`src/rtl/sd_sector_dma.sv`:
```
// Sector transfer engine: moves one 512-byte sector between a byte-wide buffer RAM
// and the SD SPI byte controller, handling data tokens, data response and busy poll.
module sd_sector_dma #(
  parameter int TOKEN_TRIES  = 4096,
  parameter int SECTOR_BYTES = 512
) (
  input  logic       clock,
  input  logic       reset_n,
  input  logic       start,
  input  logic       dir,
  output logic       busy,
  output logic       done,
  output logic [1:0] err,
  output logic       sd_signal,
  output logic [1:0] sd_cmd,
  output logic [7:0] sd_out,
  input  logic [7:0] sd_din,
  input  logic       sd_busy,
  output logic [8:0] buf_address,
  output logic [7:0] buf_data_o,
  output logic       buf_we,
  input  logic [7:0] buf_data_i
);

  localparam int TW = $clog2(TOKEN_TRIES + 1);
  localparam logic [8:0]    LAST    = 9'(SECTOR_BYTES - 1);
  localparam logic [TW-1:0] TRY_MAX = TW'(TOKEN_TRIES);

  typedef enum logic [2:0] {
    S_IDLE, S_SIG, S_GUARD, S_WAIT, S_FETCH, S_LATCH, S_FINISH
  } state_t;

  typedef enum logic [3:0] {
    P_RD_TOKEN, P_RD_DATA, P_RD_CRC,
    P_WR_GAP, P_WR_TOKEN, P_WR_DATA, P_WR_CRC, P_WR_RESP, P_WR_BUSY
  } phase_t;

  state_t        state, state_d;
  phase_t        phase, phase_d;
  logic [8:0]    index, index_d;
  logic [TW-1:0] tries, tries_d;
  logic [1:0]    err_d;
  logic [7:0]    sd_out_d, buf_data_d;
  logic [8:0]    buf_address_d;
  logic          buf_we_d;

  assign sd_signal = (state == S_SIG);
  assign done      = (state == S_FINISH);
  assign busy      = (state != S_IDLE) && (state != S_FINISH);
  assign sd_cmd    = 2'b00;

  always_ff @(posedge clock or negedge reset_n) begin
    if (!reset_n) begin
      state       <= S_IDLE;
      phase       <= P_RD_TOKEN;
      index       <= '0;
      tries       <= '0;
      err         <= 2'd0;
      sd_out      <= 8'hFF;
      buf_address <= '0;
      buf_data_o  <= '0;
      buf_we      <= 1'b0;
    end else begin
      state       <= state_d;
      phase       <= phase_d;
      index       <= index_d;
      tries       <= tries_d;
      err         <= err_d;
      sd_out      <= sd_out_d;
      buf_address <= buf_address_d;
      buf_data_o  <= buf_data_d;
      buf_we      <= buf_we_d;
    end
  end

  // Each byte is SIG -> GUARD -> WAIT; the phase decides what the finished byte means.
  always_comb begin
    state_d       = state;
    phase_d       = phase;
    index_d       = index;
    tries_d       = tries;
    err_d         = err;
    sd_out_d      = sd_out;
    buf_address_d = buf_address;
    buf_data_d    = buf_data_o;
    buf_we_d      = 1'b0;

    case (state)
      S_IDLE: begin
        if (start) begin
          state_d  = S_SIG;
          phase_d  = dir ? P_WR_GAP : P_RD_TOKEN;
          index_d  = '0;
          tries_d  = '0;
          err_d    = 2'd0;
          sd_out_d = 8'hFF;
        end
      end
      S_SIG:    state_d = S_GUARD;
      S_GUARD:  state_d = S_WAIT;
      S_FETCH:  state_d = S_LATCH;
      S_LATCH: begin
        sd_out_d = buf_data_i;
        state_d  = S_SIG;
      end
      S_FINISH: state_d = S_IDLE;
      S_WAIT: begin
        if (!sd_busy) begin
          state_d  = S_SIG;
          sd_out_d = 8'hFF;
          case (phase)
            P_RD_TOKEN: begin
              if (sd_din == 8'hFE) begin
                phase_d = P_RD_DATA;
              end else if (sd_din == 8'hFF) begin
                tries_d = tries + 1'b1;
                if (tries_d == TRY_MAX) begin
                  err_d   = 2'd1;
                  state_d = S_FINISH;
                end
              end else begin
                err_d   = 2'd2;
                state_d = S_FINISH;
              end
            end
            P_RD_DATA: begin
              buf_we_d      = 1'b1;
              buf_address_d = index;
              buf_data_d    = sd_din;
              if (index == LAST) begin
                phase_d = P_RD_CRC;
                index_d = '0;
              end else begin
                index_d = index + 9'd1;
              end
            end
            P_RD_CRC: begin
              if (index == 9'd1) state_d = S_FINISH;
              else               index_d = index + 9'd1;
            end
            P_WR_GAP: begin
              phase_d  = P_WR_TOKEN;
              sd_out_d = 8'hFE;
            end
            P_WR_TOKEN: begin
              phase_d       = P_WR_DATA;
              index_d       = '0;
              buf_address_d = '0;
              state_d       = S_FETCH;
            end
            P_WR_DATA: begin
              if (index == LAST) begin
                phase_d = P_WR_CRC;
                index_d = '0;
              end else begin
                index_d       = index + 9'd1;
                buf_address_d = index + 9'd1;
                state_d       = S_FETCH;
              end
            end
            P_WR_CRC: begin
              if (index == 9'd1) phase_d = P_WR_RESP;
              else               index_d = index + 9'd1;
            end
            P_WR_RESP: begin
              if ((sd_din & 8'h1F) != 8'h05) begin
                err_d   = 2'd2;
                state_d = S_FINISH;
              end else begin
                phase_d = P_WR_BUSY;
                tries_d = '0;
              end
            end
            P_WR_BUSY: begin
              if (sd_din != 8'h00) begin
                state_d = S_FINISH;
              end else begin
                tries_d = tries + 1'b1;
                if (tries_d == TRY_MAX) begin
                  err_d   = 2'd3;
                  state_d = S_FINISH;
                end
              end
            end
            default: begin
              err_d   = 2'd2;
              state_d = S_FINISH;
            end
          endcase
        end
      end
      default: state_d = S_IDLE;
    endcase
  end

endmodule

```
`config.mk`:
```
export PLATFORM = sky130hd
export DESIGN_NAME = sd_sector_dma
export DESIGN_NICKNAME = d
export VERILOG_FILES = /design/src/rtl/sd_sector_dma.sv
export SDC_FILE = /design/constraint.sdc
export NUM_CORES = 1
export LEC_CHECK = 0
export BUFFER_PORTS_ARGS = -buffer_cell sky130_fd_sc_hd__buf_2
export CAP_MARGIN = 20
export CORE_ASPECT_RATIO = 0.75
export CORE_MARGIN = 8
export CORE_UTILIZATION = 52
export CTS_CLUSTER_DIAMETER = 30
export CTS_CLUSTER_SIZE = 24
export DETAILED_ROUTE_END_ITERATION = 16
export PLACE_DENSITY_LB_ADDON = 0.05
export REMOVE_ABC_BUFFERS = 1
export SYNTH_ARGS = -nofsm -noshare
export SYNTH_HDL_FRONTEND = slang
export SYNTH_SLANG_ARGS = --single-unit
```
`constraint.sdc`:
```
create_clock -name clock -period 2.65 [get_ports clock]
set_clock_uncertainty 0.15 [all_clocks]
set_input_delay 0.53 -clock clock [delete_from_list [all_inputs] [get_ports clock]]
set_output_delay 0.53 -clock clock [all_outputs]
set_load 0.01 [all_outputs]
```
# Yosys cells after proc, flatten, opt, wreduce, memory -nomap -nowiden
# Index checks and enable logic that the tools add are counted.
# W data, S select, Z words.
[totals] reg_bits=57 in_bits=21 word_cells=126
[op_classes] add_sub_neg=2 eq_ne=40 muxes=54 bitwise=1 n_reduce_logical=20
[ops] operator="$mux W13" count=6
[ops] operator="$pmux W9 S3" count=2
[ops] operator="$mux W9" count=5
[ops] operator="$pmux W13 S3" count=1
[ops] operator="$ne A3 B3 Y1 const B" count=12
[ops] operator="$mux W4" count=7
[ops] operator="$pmux W4 S7" count=1
[ops] operator="$mux W3" count=9
[ops] operator="$pmux W13 S2" count=1
[ops] operator="$pmux W8 S3" count=1
[ops] operator="$pmux W3 S7" count=1
[ops] operator="$mux W2" count=9
[ops] operator="$pmux W3 S6" count=1
[ops] operator="$pmux W9 S2" count=1
[ops] operator="$reduce_and A9 Y1" count=2
[ops] operator="$eq A4 B3 Y1 const B" count=4
[ops] operator="$eq A8 B8 Y1 const B" count=2
[ops] operator="$mux W8" count=2
[ops] operator="$add A13 B1 Y13 const B" count=1
[ops] operator="$eq A13 B13 Y1 const B" count=1
[ops] operator="$add A9 B1 Y9 const B" count=1
[ops] operator="$eq A3 B3 Y1 const B" count=3
[ops] operator="$eq A9 B1 Y1 const B" count=1
[ops] operator="$eq A9 B9 Y1 const B" count=1
[ops] operator="30 further kinds" count=42

# Longest topological paths before layout
[depth] ltp_word=8 ltp_mapped=11 ltp_nobuf=11

# Worst setup path before layout
# Ideal clock, no wire load.
[synth_path] path_kind="register -> register" from="register index[0]" to="register phase[0]" setup_time_ps=128 arrival_ps=2275 setup_slack_ps=97 path_stages_with_launch=10 synth_period_minus_slack_ps=2553 cell_sequence="dfrtp_1 > ha_1 > and3_1 > and3_1 > and3_1 > ha_1 > nor2_1 > or3_1 > a21oi_2 > mux2_1"
[synth_between] elab_chain_len=3 elab_cells_between_ends=6 cone_classes="5 x eq/ne; 1 x reduce/logical"
[synth_lines] item="start: declaration" line="40" rtl="logic [8:0] index, index_d;"
[synth_lines] item="start signal: assignment" line="66" rtl="index <= index_d;"
[synth_lines] item="$eq A9 B1 Y1 or $eq A9 B9 Y1 (tied branches)" line="162, 130, 152"
[synth_lines] item="$ne A3 B3 Y1 (no source line)"
[synth_lines] item="$reduce_and A9 Y1 (no source line) *"
[synth_lines] item="end signal: assignment" line="65" rtl="phase <= phase_d;"
[synth_lines] item="end: declaration" line="39" rtl="phase_t phase, phase_d;"
# Mark *: on every way between the ends. The rest lies on a longest branch, timed or not.
# A chain may end at the register's enable or synchronous reset.

# Worst setup path in the final report
[layout_path] from="register index[0]" to="register phase[3]"
# The elaborated chain is that of the path after synthesis.

==> run summary <==
sky130_fd_sc_hd__nor2_1 is the most common cell in the netlist. In the synthesized netlist, the cells that appear most often are 52 x sky130_fd_sc_hd__nor2_1, 49 x sky130_fd_sc_hd__dfrtp_1, 42 x sky130_fd_sc_hd__o21ai_0. The clock transition at the registers of the reported paths is 70 ps.

The part of the cycle the worst path needs is 0.938. The worst max-slew margin expressed relative to the limit came out at 0.561. The number of buffers created by CTS came out at 9. The worst hold-check slack came out at 35.7 ps. After legalization and detailed placement, the total HPWL measured 6.43 mm. The number of global-route vias before repair is 2946. The tree is rooted in a sky130_fd_sc_hd__clkbuf_8. The length of routed met3 wiring came out at 615 um. The achievable clock frequency came out at 402 MHz. The met1 wire length came out at 4.42 mm. The total wire length after detailed routing is 8.73 mm. The antenna diode count came out at 0. STA puts the critical path data arrival time at 2560 ps.

The highest signal layer in the routed design is met4. The net switching component of the power is 1.73 mW. The post-synthesis instance area came out at 3450 um^2. The count of unresolved DRC violations after routing came out at 0. The via density per instance came out at 5.83. The tool flagged a number of max-cap violations equal to 0. The met2 layer wire length in the routed design is 3.60 mm. The H-tree was split into 3 levels. The worst-case vdd ir drop is 0.561 mV. In the final layout, the share of cells above drive strength 1 is 0.258. In this run, post-CTS hold repair placed 0 buffers. The count of state elements after synthesis is 57. The overall track demand over capacity in global routing came out at 0.193. The flow ran to the end, and the final reports show no timing, DRC or antenna violations. The first global-routing pass estimated 14.5 mm of wire. The most frequently used flop master after synthesis is sky130_fd_sc_hd__dfrtp_1.

The detailed router placed 3183 vias in this run. The fraction of power spent switching nets came out at 0.413. For this run the aggregate overflow at the end of global routing stands at 0. The cell internal power dissipation is 2.46 mW. The largest fanout on the critical path came out at 4. The wire length per cell after detailed routing is 16.0 um. Sorting the synthesized cells by area gives the leading types as sky130_fd_sc_hd__dfrtp_1 36%, sky130_fd_sc_hd__dfstp_2 6.1%, sky130_fd_sc_hd__o21ai_0 6.1%, sky130_fd_sc_hd__nor2_1 5.7%, sky130_fd_sc_hd__nand2_1 3.6%.

The worst setup path is captured at a register. Setup repair after global routing left no endpoint under its margin. The worst setup path is of the reg -> reg kind.

The final weighted congestion in routability-driven placement is 0.913. Before antenna repair, the detailed router went through 5 iterations. The actual transition at the worst max-transition pin came out at 656 ps.

The share of the Yosys chip area taken by registers is 0.416. The share of total power dissipated in combinational logic is 0.454. For this run, the number of Yosys warnings is 0.

Entering global routing, the biggest net connects 33 pins. The share of the synthesized area in the top cell type is 0.355. The number of gates resized after cts is 0. Setup violations remaining at the end of the flow were counted as 0. The number of antenna violations at the first check in global routing came out at 0. The floorplan core area came out at 6350 um^2. Of the total power, registers draw 0.333. The die is 86.6 um tall. In the synthesized netlist, the number of instances is 395. The post-synthesis average cell area is 8.74 um^2. The clock latency reported for the late side of the worst-skew pair is 340 ps. The number of clock sinks came out at 57. The first routing iteration left 178 violations. The floorplan has 25 rows. The number of hold violations in the final report is 0. The largest total area in the synthesized netlist belongs to sky130_fd_sc_hd__dfrtp_1. STA puts the critical path data required time at 2730 ps. The path class of the tightest hold or removal check is in -> async. The clock period minus final worst setup slack came out at 2490 ps. For this configuration, the core starts out at a cell density of 0.544. The maximum clock insertion buffer count came out at 2. In this run the static leakage power is 1.82 nW. TritonCTS built the clock tree.

The max-slew violation count came to 0. After clock tree synthesis, the setup repair step added 0 buffers. The summed negative setup slack over all endpoints came out at 0 ps. The growth of design area from synthesis to finish came out at 19.5%. The power density normalized to cell area is 1010 nW/um^2.

The horizontal die dimension came out at 110 um. The count of flip-flops with a built-in enable after synthesis came out at 0. STA classifies the critical path startpoint as a register.

The clock group share of total power is 0.212. The count of unique library cells instantiated by Yosys is 64. The boundary pin count came out at 54.

The count of input and output buffers came out at 51. The total number of nets in the final design came out at 485. The remaining antenna violation count after routing is 0. The fraction of registers with async set/reset came out at 1.00. The area of the die came out at 9530 um^2.
path summary, 6_finish.rpt:
path	slack, ps	cells after the start	end	start
min in group clock	260	3	sd_out[0]	buf_data_i[0]
worst max-delay path	160	9	phase[3]	index[0]
worst min register to register	320	2	buf_address[5]	buf_address[5]
max in group asynchronous	1720	2	buf_address[2]	reset_n
worst max register to register	160	9	phase[3]	index[0]
worst min-delay path	40	1	buf_data_o[4]	reset_n
critical path, stage by stage, from the launching register on:
cell,delay (ps)
sky130_fd_sc_hd__dfrtp_1,350
sky130_fd_sc_hd__ha_2,180
sky130_fd_sc_hd__and3_1,180
sky130_fd_sc_hd__and3_1,170
sky130_fd_sc_hd__and3_1,170
sky130_fd_sc_hd__ha_2,190
sky130_fd_sc_hd__nor2_1,60
sky130_fd_sc_hd__or3_1,390
sky130_fd_sc_hd__a21oi_4,190
sky130_fd_sc_hd__mux2_1,350
power by group through the flow:
stage	sequential, mW	combinational [mW]	clock, mW
6_report	1.40	1.90	0.889
2_1_floorplan	1.49	1.02	0
3_5_place_dp	1.40	1.88	0
4_1_cts	1.39	1.89	0.913
3_3_place_gp	1.39	1.86	0
5_1_grt	1.44	2.12	0.946
layer usage:
metal / vias up / track usage
met5: - / 0
li1: 1570 / -
met1: 1498 / 0.280
met3: 10 / 0.0534
met4: 0 / 0.0700
met2: 105 / 0.262
per-stage QoR:
step                power, mW  area [um^2]   util  worst slack (ps)  std cells
finish                   4.19         4130  0.650               164        546
global route             4.50         4130  0.650              1.46        546
CTS                      4.19         4120  0.648               129        546
detailed placement       3.28         3900  0.615               143        530
global placement         3.25         3900  0.615               202        530
floorplan                2.51         3350      -              97.7        374
registers in the layout, indices dropped and copies added (netlist names):
name	cells
phase	4
buf_address	9
err	2
state	3
buf_data_o	8
sd_out	8
index	9
tries	13
buf_we	1
layout make-up:
cell class	count	area (um^2)
tap	81	101
inverter	11	41.3
sequential	57	1440
fill	568	2220
timing repair buffer	75	448
clock buffer	11	131
multi-input combinational	306	1890
clock inverter	5	80.1
placed cells by master, fill, tap and decap left out, drive strengths merged, types with 3 or more instances in the layout:
cell,n
buf,75
nor3,10
nand3,15
xnor2,3
o21ai,50
nor2,52
o221ai,3
a31oi,3
nor3b,3
and3,6
nor4,4
o41ai,4
nand2b,7
nand4,5
a21oi,22
nand2,33
and2,3
o211ai,3
or3,6
o31ai,11
dfrtp,49
a22oi,6
mux2,12
dfstp,8
clkbuf,11
nand3b,3
inv,11
ha,4
a21o,6
kinds of logic after synthesis:
| kind of cell | after synthesis | synth area share |
|---|---|---|
| XOR/XNOR | 3 | 0.00761 |
| buffers and inverters | 33 | 0.0417 |
| flip-flops | 57 | 0.416 |
| multiplexers | 14 | 0.0449 |
| other | 1 | 0.00109 |
| adder cells (fa/ha/maj) | 4 | 0.0145 |
| AO/OA/AOI/OAI | 126 | 0.243 |
| AND/OR/NAND/NOR | 157 | 0.232 |
(Power assumes the default switching activity.)
